### src/rtl/elevator_car_ctrl_if.sv
// Call/status bundle between the building scheduler (master) and one car controller (slave).
interface elevator_car_ctrl_if #(
    parameter int unsigned NUM_FLOORS = 8,
    parameter int unsigned FLOOR_W    = $clog2(NUM_FLOORS)
);
    logic                  tick;
    logic [NUM_FLOORS-1:0] call_req;
    logic                  door_hold;
    logic [FLOOR_W-1:0]    current_floor;
    logic                  up_ndown;
    logic                  moving;
    logic                  door_open;
    logic [1:0]            state;
    logic [NUM_FLOORS-1:0] pending;
    logic                  arrived;

    modport master (
        output tick, call_req, door_hold,
        input  current_floor, up_ndown, moving, door_open, state, pending, arrived
    );

    modport slave (
        input  tick, call_req, door_hold,
        output current_floor, up_ndown, moving, door_open, state, pending, arrived
    );
endinterface

### src/rtl/elevator_car_ctrl.sv
// Single-car SCAN elevator controller timed by an external tick strobe.
// Optional door-hold / same-floor reopen feature: define ELEVATOR_DOOR_HOLD_EN.
module elevator_car_ctrl #(
    parameter int unsigned NUM_FLOORS   = 8,
    parameter int unsigned FLOOR_W      = $clog2(NUM_FLOORS),
    parameter int unsigned PREP_TICKS   = 2,
    parameter int unsigned TRAVEL_TICKS = 5,
    parameter int unsigned DOOR_TICKS   = 5,
    parameter int unsigned PARK_FLOOR   = 0
) (
    input  logic           clk,
    input  logic           reset,
    elevator_car_ctrl_if.slave bus
);
    typedef enum logic [1:0] {
        StParked    = 2'b00,
        StPrepare   = 2'b01,
        StMove      = 2'b11,
        StDisembark = 2'b10
    } state_e;

    localparam int unsigned MAX_A     = (PREP_TICKS > TRAVEL_TICKS) ? PREP_TICKS : TRAVEL_TICKS;
    localparam int unsigned MAX_TICKS = (MAX_A > DOOR_TICKS) ? MAX_A : DOOR_TICKS;
    localparam int unsigned TIMER_W   = $clog2(MAX_TICKS + 1);

    localparam logic [TIMER_W-1:0] PREP_LAST   = TIMER_W'(PREP_TICKS - 1);
    localparam logic [TIMER_W-1:0] TRAVEL_LAST = TIMER_W'(TRAVEL_TICKS - 1);
    localparam logic [TIMER_W-1:0] DOOR_LAST   = TIMER_W'(DOOR_TICKS - 1);
    localparam logic [FLOOR_W-1:0] TOP_FLOOR   = FLOOR_W'(NUM_FLOORS - 1);

    state_e                state_q;
    logic [FLOOR_W-1:0]    floor_q;
    logic                  up_q;
    logic                  moving_q;
    logic                  door_q;
    logic                  arrived_q;
    logic [NUM_FLOORS-1:0] pending_q;
    logic [TIMER_W-1:0]    timer_q;
    logic                  stepped_q;

    logic [NUM_FLOORS-1:0] floor_mask;
    logic [NUM_FLOORS-1:0] pending_merged;
    logic                  any_above;
    logic                  any_below;
    logic                  ahead;
    logic                  behind;
    logic                  here;
    logic                  hold;

    always_comb begin
        floor_mask          = '0;
        floor_mask[floor_q] = 1'b1;
        any_above           = 1'b0;
        any_below           = 1'b0;
        for (int f = 0; f < NUM_FLOORS; f++) begin
            if (pending_q[f] && (FLOOR_W'(f) > floor_q)) any_above = 1'b1;
            if (pending_q[f] && (FLOOR_W'(f) < floor_q)) any_below = 1'b1;
        end
        ahead  = up_q ? any_above : any_below;
        behind = up_q ? any_below : any_above;
        here   = |(pending_q & floor_mask);
        // Calls for the floor whose door is open are already being served.
        pending_merged = pending_q | bus.call_req;
        if (state_q == StDisembark) pending_merged = pending_merged & ~floor_mask;
    end

`ifdef ELEVATOR_DOOR_HOLD_EN
    assign hold = bus.door_hold | (|(bus.call_req & floor_mask));
`else
    logic unused_door_hold;
    assign unused_door_hold = bus.door_hold;
    assign hold             = 1'b0;
`endif

    always_ff @(posedge clk) begin
        if (reset) begin
            state_q   <= StParked;
            floor_q   <= FLOOR_W'(PARK_FLOOR);
            up_q      <= 1'b1;
            moving_q  <= 1'b0;
            door_q    <= 1'b0;
            arrived_q <= 1'b0;
            pending_q <= '0;
            timer_q   <= '0;
            stepped_q <= 1'b0;
        end else begin
            pending_q <= pending_merged;
            arrived_q <= 1'b0;
            case (state_q)
                StParked: begin
                    timer_q <= '0;
                    if (here) begin
                        state_q   <= StDisembark;
                        door_q    <= 1'b1;
                        arrived_q <= 1'b1;
                        pending_q <= pending_merged & ~floor_mask;
                    end else if (|pending_q) begin
                        state_q <= StPrepare;
                        up_q    <= any_above;
                    end
                end
                StPrepare: begin
                    if (bus.tick) begin
                        if (timer_q == PREP_LAST) begin
                            state_q   <= StMove;
                            moving_q  <= 1'b1;
                            timer_q   <= '0;
                            stepped_q <= 1'b0;
                        end else begin
                            timer_q <= timer_q + TIMER_W'(1);
                        end
                    end
                end
                StMove: begin
                    // Stop check only happens on the cycle right after a floor step.
                    if (stepped_q && here) begin
                        state_q   <= StDisembark;
                        moving_q  <= 1'b0;
                        door_q    <= 1'b1;
                        arrived_q <= 1'b1;
                        timer_q   <= '0;
                        stepped_q <= 1'b0;
                        pending_q <= pending_merged & ~floor_mask;
                    end else begin
                        stepped_q <= 1'b0;
                        if (bus.tick) begin
                            if (timer_q == TRAVEL_LAST) begin
                                timer_q   <= '0;
                                stepped_q <= 1'b1;
                                if (up_q && (floor_q != TOP_FLOOR)) begin
                                    floor_q <= floor_q + FLOOR_W'(1);
                                end else if (!up_q && (floor_q != '0)) begin
                                    floor_q <= floor_q - FLOOR_W'(1);
                                end
                            end else begin
                                timer_q <= timer_q + TIMER_W'(1);
                            end
                        end
                    end
                end
                StDisembark: begin
                    if (hold) begin
                        timer_q <= '0;
                    end else if (bus.tick) begin
                        if (timer_q == DOOR_LAST) begin
                            door_q  <= 1'b0;
                            timer_q <= '0;
                            if (ahead) begin
                                state_q <= StPrepare;
                            end else if (behind) begin
                                state_q <= StPrepare;
                                up_q    <= ~up_q;
                            end else begin
                                state_q <= StParked;
                            end
                        end else begin
                            timer_q <= timer_q + TIMER_W'(1);
                        end
                    end
                end
                default: state_q <= StParked;
            endcase
        end
    end

    assign bus.current_floor = floor_q;
    assign bus.up_ndown      = up_q;
    assign bus.moving        = moving_q;
    assign bus.door_open     = door_q;
    assign bus.state         = state_q;
    assign bus.pending       = pending_q;
    assign bus.arrived       = arrived_q;

endmodule

### src/flat_wrapper.sv
// flat-port wrapper written by rule: the top's interface ports become plain ports
module elevator_car_ctrl_flat 
#(
    parameter int unsigned NUM_FLOORS   = 8,
    parameter int unsigned FLOOR_W      = $clog2(NUM_FLOORS),
    parameter int unsigned PREP_TICKS   = 2,
    parameter int unsigned TRAVEL_TICKS = 5,
    parameter int unsigned DOOR_TICKS   = 5,
    parameter int unsigned PARK_FLOOR   = 0
)
  (clk, reset, bus_tick, bus_call_req, bus_door_hold, bus_current_floor, bus_up_ndown, bus_moving, bus_door_open, bus_state, bus_pending, bus_arrived);
  elevator_car_ctrl_if #(.NUM_FLOORS(NUM_FLOORS), .FLOOR_W(FLOOR_W)) bus_i ();
  input  logic clk;
  input  logic reset;
  input wire logic [$bits(bus_i.tick)-1:0] bus_tick;
  input wire logic [$bits(bus_i.call_req)-1:0] bus_call_req;
  input wire logic [$bits(bus_i.door_hold)-1:0] bus_door_hold;
  output wire logic [$bits(bus_i.current_floor)-1:0] bus_current_floor;
  output wire logic [$bits(bus_i.up_ndown)-1:0] bus_up_ndown;
  output wire logic [$bits(bus_i.moving)-1:0] bus_moving;
  output wire logic [$bits(bus_i.door_open)-1:0] bus_door_open;
  output wire logic [$bits(bus_i.state)-1:0] bus_state;
  output wire logic [$bits(bus_i.pending)-1:0] bus_pending;
  output wire logic [$bits(bus_i.arrived)-1:0] bus_arrived;
  assign bus_i.tick = bus_tick;
  assign bus_i.call_req = bus_call_req;
  assign bus_i.door_hold = bus_door_hold;
  assign bus_current_floor = bus_i.current_floor;
  assign bus_up_ndown = bus_i.up_ndown;
  assign bus_moving = bus_i.moving;
  assign bus_door_open = bus_i.door_open;
  assign bus_state = bus_i.state;
  assign bus_pending = bus_i.pending;
  assign bus_arrived = bus_i.arrived;
  elevator_car_ctrl #(.NUM_FLOORS(NUM_FLOORS), .FLOOR_W(FLOOR_W), .PREP_TICKS(PREP_TICKS), .TRAVEL_TICKS(TRAVEL_TICKS), .DOOR_TICKS(DOOR_TICKS), .PARK_FLOOR(PARK_FLOOR)) u_core (.clk(clk), .reset(reset), .bus(bus_i));
endmodule
### config.mk
export PLATFORM = sky130hd
export DESIGN_NAME = elevator_car_ctrl_flat
export DESIGN_NICKNAME = d
export VERILOG_FILES = /design/src/rtl/elevator_car_ctrl_if.sv /design/src/rtl/elevator_car_ctrl.sv /design/src/flat_wrapper.sv
export SDC_FILE = /design/constraint.sdc
export NUM_CORES = 1
export LEC_CHECK = 0
export CORE_ASPECT_RATIO = 1.1
export CORE_MARGIN = 4
export CORE_UTILIZATION = 30
export DETAILED_ROUTE_END_ITERATION = 8
export GPL_TIMING_DRIVEN = 0
export SLEW_MARGIN = 20
export SYNTH_ARGS = -nofsm -noshare
export SYNTH_HDL_FRONTEND = slang
export SYNTH_SLANG_ARGS = --single-unit
### constraint.sdc
create_clock -name clk -period 3.45 [get_ports clk]
set_input_delay 0.345 -clock clk [delete_from_list [all_inputs] [get_ports clk]]
set_output_delay 0.345 -clock clk [all_outputs]
set_load 0.005 [all_outputs]
== Yosys cells after proc, flatten, opt, wreduce, memory -nomap -nowiden ==
Cells that the tools add are included.

* Bits of input ports: 12
* Output and inout bits: 17
* Register bits after elaboration: 21
* Word-level logic and storage cells: 156

* Bitwise logic cells: 7
* Multiplexer cells: 67
* Equal/unequal tests: 17
* $lt $le $gt $ge: 18
* Reductions and logical operators: 35
* $add $sub $neg: 3

{| class="wikitable"
|+ Operators with widths
! cell !! number
|-
| $mux W1 || 40
|-
| $and A8 B8 Y8 || 3
|-
| $mux W8 || 3
|-
| $mux W3 || 7
|-
| $logic_and A1 B1 Y1 || 20
|-
| $mux W2 || 8
|-
| $pmux W8 S2 || 1
|-
| $reduce_or A8 Y1 || 2
|-
| $gt A3 B3 Y1 const A || 4
|-
| $lt A3 B3 Y1 const A || 4
|-
| $pmux W3 S4 || 1
|-
| $ne A2 B1 Y1 const B || 5
|-
| $ne A2 B2 Y1 const B || 5
|-
| $reduce_and A5 Y1 || 2
|-
| $not A8 Y8 || 1
|-
| $or A8 B8 Y8 || 1
|-
| $pmux W1 S2 || 4
|-
| $pmux W2 S4 || 1
|-
| $reduce_and A7 Y1 || 1
|-
| $add A3 B1 Y3 const B || 2
|-
| $gt A1 B3 Y1 const A || 2
|-
| $gt A2 B3 Y1 const A || 2
|-
| $lt A1 B3 Y1 const A || 2
|-
| $lt A2 B3 Y1 const A || 2
|-
| 19 further kinds || 24
|}

== Logic depth before layout (Yosys ltp) ==
* Word-level depth: 16
* Mapped depth: 9
* Gate-level depth less buffers: 8

== Worst setup path before layout ==
Ideal clock, no wire load.

* Kind: reg-to-reg
* From: register u_core.floor_q[1] (netlist: u_core.bus.current_floor[1])
* To: register u_core.state_q[0] (netlist: u_core.bus.state[0])
* Library setup time: 0.091 ns
* Arrival: 1.967 ns
* Clock period less this slack: 2.058 ns
* Path buffers: 1
* Stages on the path, launching flop included: 10
* Slack: 1.392 ns
* Required time: 3.359 ns
* Cell sequence: dfxtp_1 > buf_6 > inv_1 > ha_1 > nand3b_1 > a21oi_1 > a2111oi_1 > nor2_1 > mux2i_1 > a311oi_1

* Word-level cells in the longest chain between the ends: 16
* Elaborated cells between the ends (all ways): 67
* Those cells by class: 18 x order compare; 2 x eq/ne; 26 x mux; 1 x bitwise; 20 x reduce/logical

{| class="wikitable"
|+ RTL lines
! item !! line !! text
|-
| start: declaration || elevator_car_ctrl.sv:32 || <nowiki>logic [FLOOR_W-1:0] floor_q;</nowiki>
|-
| start signal: assignment || elevator_car_ctrl.sv:78 || <nowiki>floor_q <= FLOOR_W'(PARK_FLOOR);</nowiki>
|-
| start signal: assignment || elevator_car_ctrl.sv:131 || <nowiki>floor_q <= floor_q + FLOOR_W'(1);</nowiki>
|-
| start signal: assignment || elevator_car_ctrl.sv:133 || <nowiki>floor_q <= floor_q - FLOOR_W'(1);</nowiki>
|-
| $gt A1 B3 Y1 or $lt A1 B3 Y1 (tied branches) || elevator_car_ctrl.sv:56, elevator_car_ctrl.sv:57 ||
|-
| $logic_and A1 B1 Y1 (on tied branches) || elevator_car_ctrl.sv:56, elevator_car_ctrl.sv:57 ||
|-
| $mux W1 (on tied branches) (8 in a row) || elevator_car_ctrl.sv:56, elevator_car_ctrl.sv:57 ||
|-
| $mux W1 || elevator_car_ctrl.sv:60 || <nowiki>behind = up_q ? any_below : any_above;</nowiki>
|-
| $mux W1 || elevator_car_ctrl.sv:150 || <nowiki>end else if (behind) begin</nowiki>
|-
| $mux W2 || elevator_car_ctrl.sv:148 || <nowiki>if (ahead) begin</nowiki>
|-
| $mux W2 || elevator_car_ctrl.sv:145 || <nowiki>if (timer_q == DOOR_LAST) begin</nowiki>
|-
| $mux W2 || elevator_car_ctrl.sv:144 || <nowiki>end else if (bus.tick) begin</nowiki>
|-
| $pmux W2 S4 || elevator_car_ctrl.sv:89 || <nowiki>case (state_q)</nowiki>
|-
| end signal: assignment || elevator_car_ctrl.sv:93 || <nowiki>state_q <= StDisembark;</nowiki>
|-
| end signal: assignment || elevator_car_ctrl.sv:149 || <nowiki>state_q <= StPrepare;</nowiki>
|-
| end signal: assignment || elevator_car_ctrl.sv:151 || <nowiki>state_q <= StPrepare;</nowiki>
|-
| end: declaration || elevator_car_ctrl.sv:31 || <nowiki>state_e state_q;</nowiki>
|}

Parallel ways exist; a longest one is shown, timed or not. The select of a mux whose other input is x is not followed.
A chain may end at the register's enable or synchronous reset.

== Worst setup path in the final report ==
Ends and elaborated chain as after synthesis.

==> impl_results.md <==
- Main flop type after synthesis: dfxtp_1
- Antenna violations before repair: 0
- Die span in y: 84.5 µm
- Drt via density: 5.41
- Tcrit/Tclk final: 73.9%
- Initial core utilization: 31.5%
- Clock Skews: 5.03 ps
- # fillers: 557
- Number of gates resized after cts: 0
- # IOs: 29
- Worst-Skew Late Latency: 260 ps
- Synthesized instance count: 206
- Main combinational cell family by area after synthesis: compound AO/OA/AOI/OAI gates
- Row cnt: 27
- Area after DPL: 0.00193 mm²
- Final setup violation count: 0
- GRT busiest layer: met2
- Outcome: complete, no violations
- Seq cells post-synth: 21
- Area added between synthesis and finish: 23.6%
- Vias: 1,592
- CTS buffer count: 3
- Max-Cap Viols: 0
- Core Box Area: 0.00507 mm²
- Worst-path clk slew: 80 ps
- Async S/R FF share, synth: 0%
- Final std cells w/o fill: 294
- Cells after DPL: 290
- Max FO, Critical Path: 10
- PwrDens: 613 mW/mm²
- RSZ-0062 raised after global routing: no
- PortBufs: 26
- Slowest cell delay on critical path: 560 ps
- CTS tree: done
- Clock Tree Root: clkbuf_8
- Final hold vios: 0
- Leakage dissipation: 0.721 nW
- Tightest Hold Check Type: flip-flop to flip-flop
- Count of cell types in the netlist: 53
- Gr usage total: 13.5%
- DRC: 0
- Crit-path slowest cell: a2111oi_1
- Post-CTS Setup Inserts: 0
- Simple-Gate Fraction of Synth Area: 18.2%
- Fin area: 0.00198 mm²
- Met1 Use GR: 16.7%
- Post-synthesis average cell area: 7.76 µm²
- Fmax: 392 MHz
- WL/cell: 14.6 µm
- Synth Area in Adders: 10.2%
- Most frequent cells in the layout: 26 x clkdlybuf4s50_1, 22 x o21ai_0, 21 x a21oi_1, 21 x dfxtp_1, 19 x nor2_1
- Worst slew pin tran: 527 ps
- Routed wire length: 4.28 mm
- Die area: 0.00656 mm²
- Post-Syn Area: 0.00160 mm²
- Sink Count: 21
- Worst setup SP type: flip-flop
- Total Power: 1.21 mW
- GR Util met3: 3.00%
- Nets: 262
- Vias in the first global route: 1,585
- Max-slew headroom: 64.5%
- # diodes: 0
- Die Width: 77.6 µm
- Worst vdd ir: 0.278 mV
- Largest net degree at the start of global routing: 12
- Iteration-0 DRC Markers: 78
- Compound-Gate Fraction of Synth Area: 34.5%
- Fin util: 39.0%
- First drt pass iteration count: 4
- RePlAce Congestion: 0.829
- XOR/XNOR share of the synthesized area: 1.10%
- CP endpoint kind: flip-flop
- Sequential share of the synthesized area: 26.3%
- CP Cell Sequence: buf_6 -> inv_1 -> ha_1 -> nand3b_1 -> a21oi_1 -> a2111oi_1 -> nor2_1 -> mux2i_1 -> a311oi_1
- Post-synthesis mux area share: 2.82%
- Syn. warnings: 0
- First-pass GRT wire length: 7.35 mm
- EDFF count, synth: 0
- # H-tree levels: 1
- Critical path class: flip-flop to flip-flop
- Syn nets: 231
- Setup TNS: 0 ps
- HPWL Detailed: 3.27 mm
- Crit path DAT: 2710 ps
- ANT nets after route: 0
- Commonest non-fill, non-tap cell in the layout: clkdlybuf4s50_1
- Layout cells sized above 1: 7.63%
- Slew Limit Fails: 0
- Clock buffer depth: 2
- GR Util met2: 23.5%
- Worst endpoint required time: 3610 ps
- Hold buffer count at CTS: 0
- Congestion Overflow GR: 0
- Tmin final: 2550 ps
-- report_power, final --
group / total [mW] / switching (mW) / internal [mW] / leakage, nW
Sequential: 0.370 / 0.0753 / 0.295 / 0.172
Combinational: 0.676 / 0.370 / 0.305 / 0.526
Clock: 0.166 / 0.0833 / 0.0824 / 0.0228
-- final cells by class --
| type | count | area [µm²] | area share (%) |
|---|---|---|---|
| clock buffers | 4 | 45.0 | 2.28 |
| multi-input cells | 160 | 1070 | 54.0 |
| flip-flops and latches | 21 | 420 | 21.3 |
| well taps | 58 | 72.6 | 3.67 |
| plain buffers | 10 | 55.1 | 2.79 |
| inverters | 15 | 56.3 | 2.85 |
| repair buffers | 26 | 260 | 13.2 |
-- through the flow --
stage          hold WS, ps  setup WS [ps]
2_1_floorplan          460           1390
3_3_place_gp           467            878
3_5_place_dp           465            916
4_1_cts                481            880
5_1_grt                513            583
6_report               478            900
-- path summary, 6_finish.rpt --
kind / slack, ps / startpoint / to / cells after the start
worst max-delay path: 900 / u_core.bus.current_floor[1] / u_core.bus.state[0] / 9
worst min-delay path: 480 / u_core.bus.moving / u_core.bus.moving / 2
worst max register to register: 900 / u_core.bus.current_floor[1] / u_core.bus.state[0] / 9
worst min register to register: 480 / u_core.bus.moving / u_core.bus.moving / 2
-- state kept, by name (all words and copies together) (netlist names) --
signal	flops
u_core.bus.up_ndown	1
u_core.bus.pending	8
u_core.bus.moving	1
u_core.bus.current_floor	3
u_core.stepped_q	1
u_core.timer_q	3
u_core.bus.arrived	1
u_core.bus.state	2
u_core.bus.door_open	1
-- synth_stat cells (2+ instances only) --
cell type  instances  area share, %
buf_6              2            1.4
a311oi_1           2            1.1
a22oi_1            2           0.94
dfxtp_1           21             26
nand3b_1           3            1.4
a31oi_1            4            1.6
a211oi_1           2           0.94
clkbuf_1           6            1.4
and2_1             2           0.78
o211ai_1           2           0.94
nor4_1             2           0.78
o21ai_0           22            6.9
a21o_1             3            1.4
nand4_1            2           0.78
nand3_1            2           0.63
xnor2_1            2            1.1
o31ai_1            2           0.94
nor2_1            19            4.5
nor2b_1            2           0.78
nand2_1           16            3.8
inv_1             15            3.5
mux2i_1            3            1.9
a21oi_1           21            6.6
or2_2              2           0.78
ha_1              13             10
nand2b_1           5            2.0
or3_1              2           0.78
a21oi_2            2            1.1
-- worst max-delay path: cells and delay by family (launching register included) --
family | cells | cell delay, ps
AOI/OAI and AO/OA | 3 | 960
adders and majority gates | 1 | 250
buffers and inverters | 2 | 320
DFF | 1 | 500
muxes | 1 | 150
and+or+nand+nor | 2 | 260
-- cell families after synthesis --
logic type / Yosys count
AOI/OAI and AO/OA: 81
xor gates and xnor gates: 2
adders and majority gates: 13
buffers and inverters: 25
DFF: 21
muxes: 4
and+or+nand+nor: 60
-- layer usage --
| metal | routed length [µm] | vias to the layer above | share of wire, % |
|---|---|---|---|
| li1 | - | 807 | - |
| met1 | 2040 | 748 | 48 |
| met2 | 2000 | 32 | 47 |
| met3 | 197 | 5 | 4.6 |
| met4 | 46 | 0 | 1.1 |
| met5 | 0 | - | 0 |
Power figures use the tool's default switching activity.
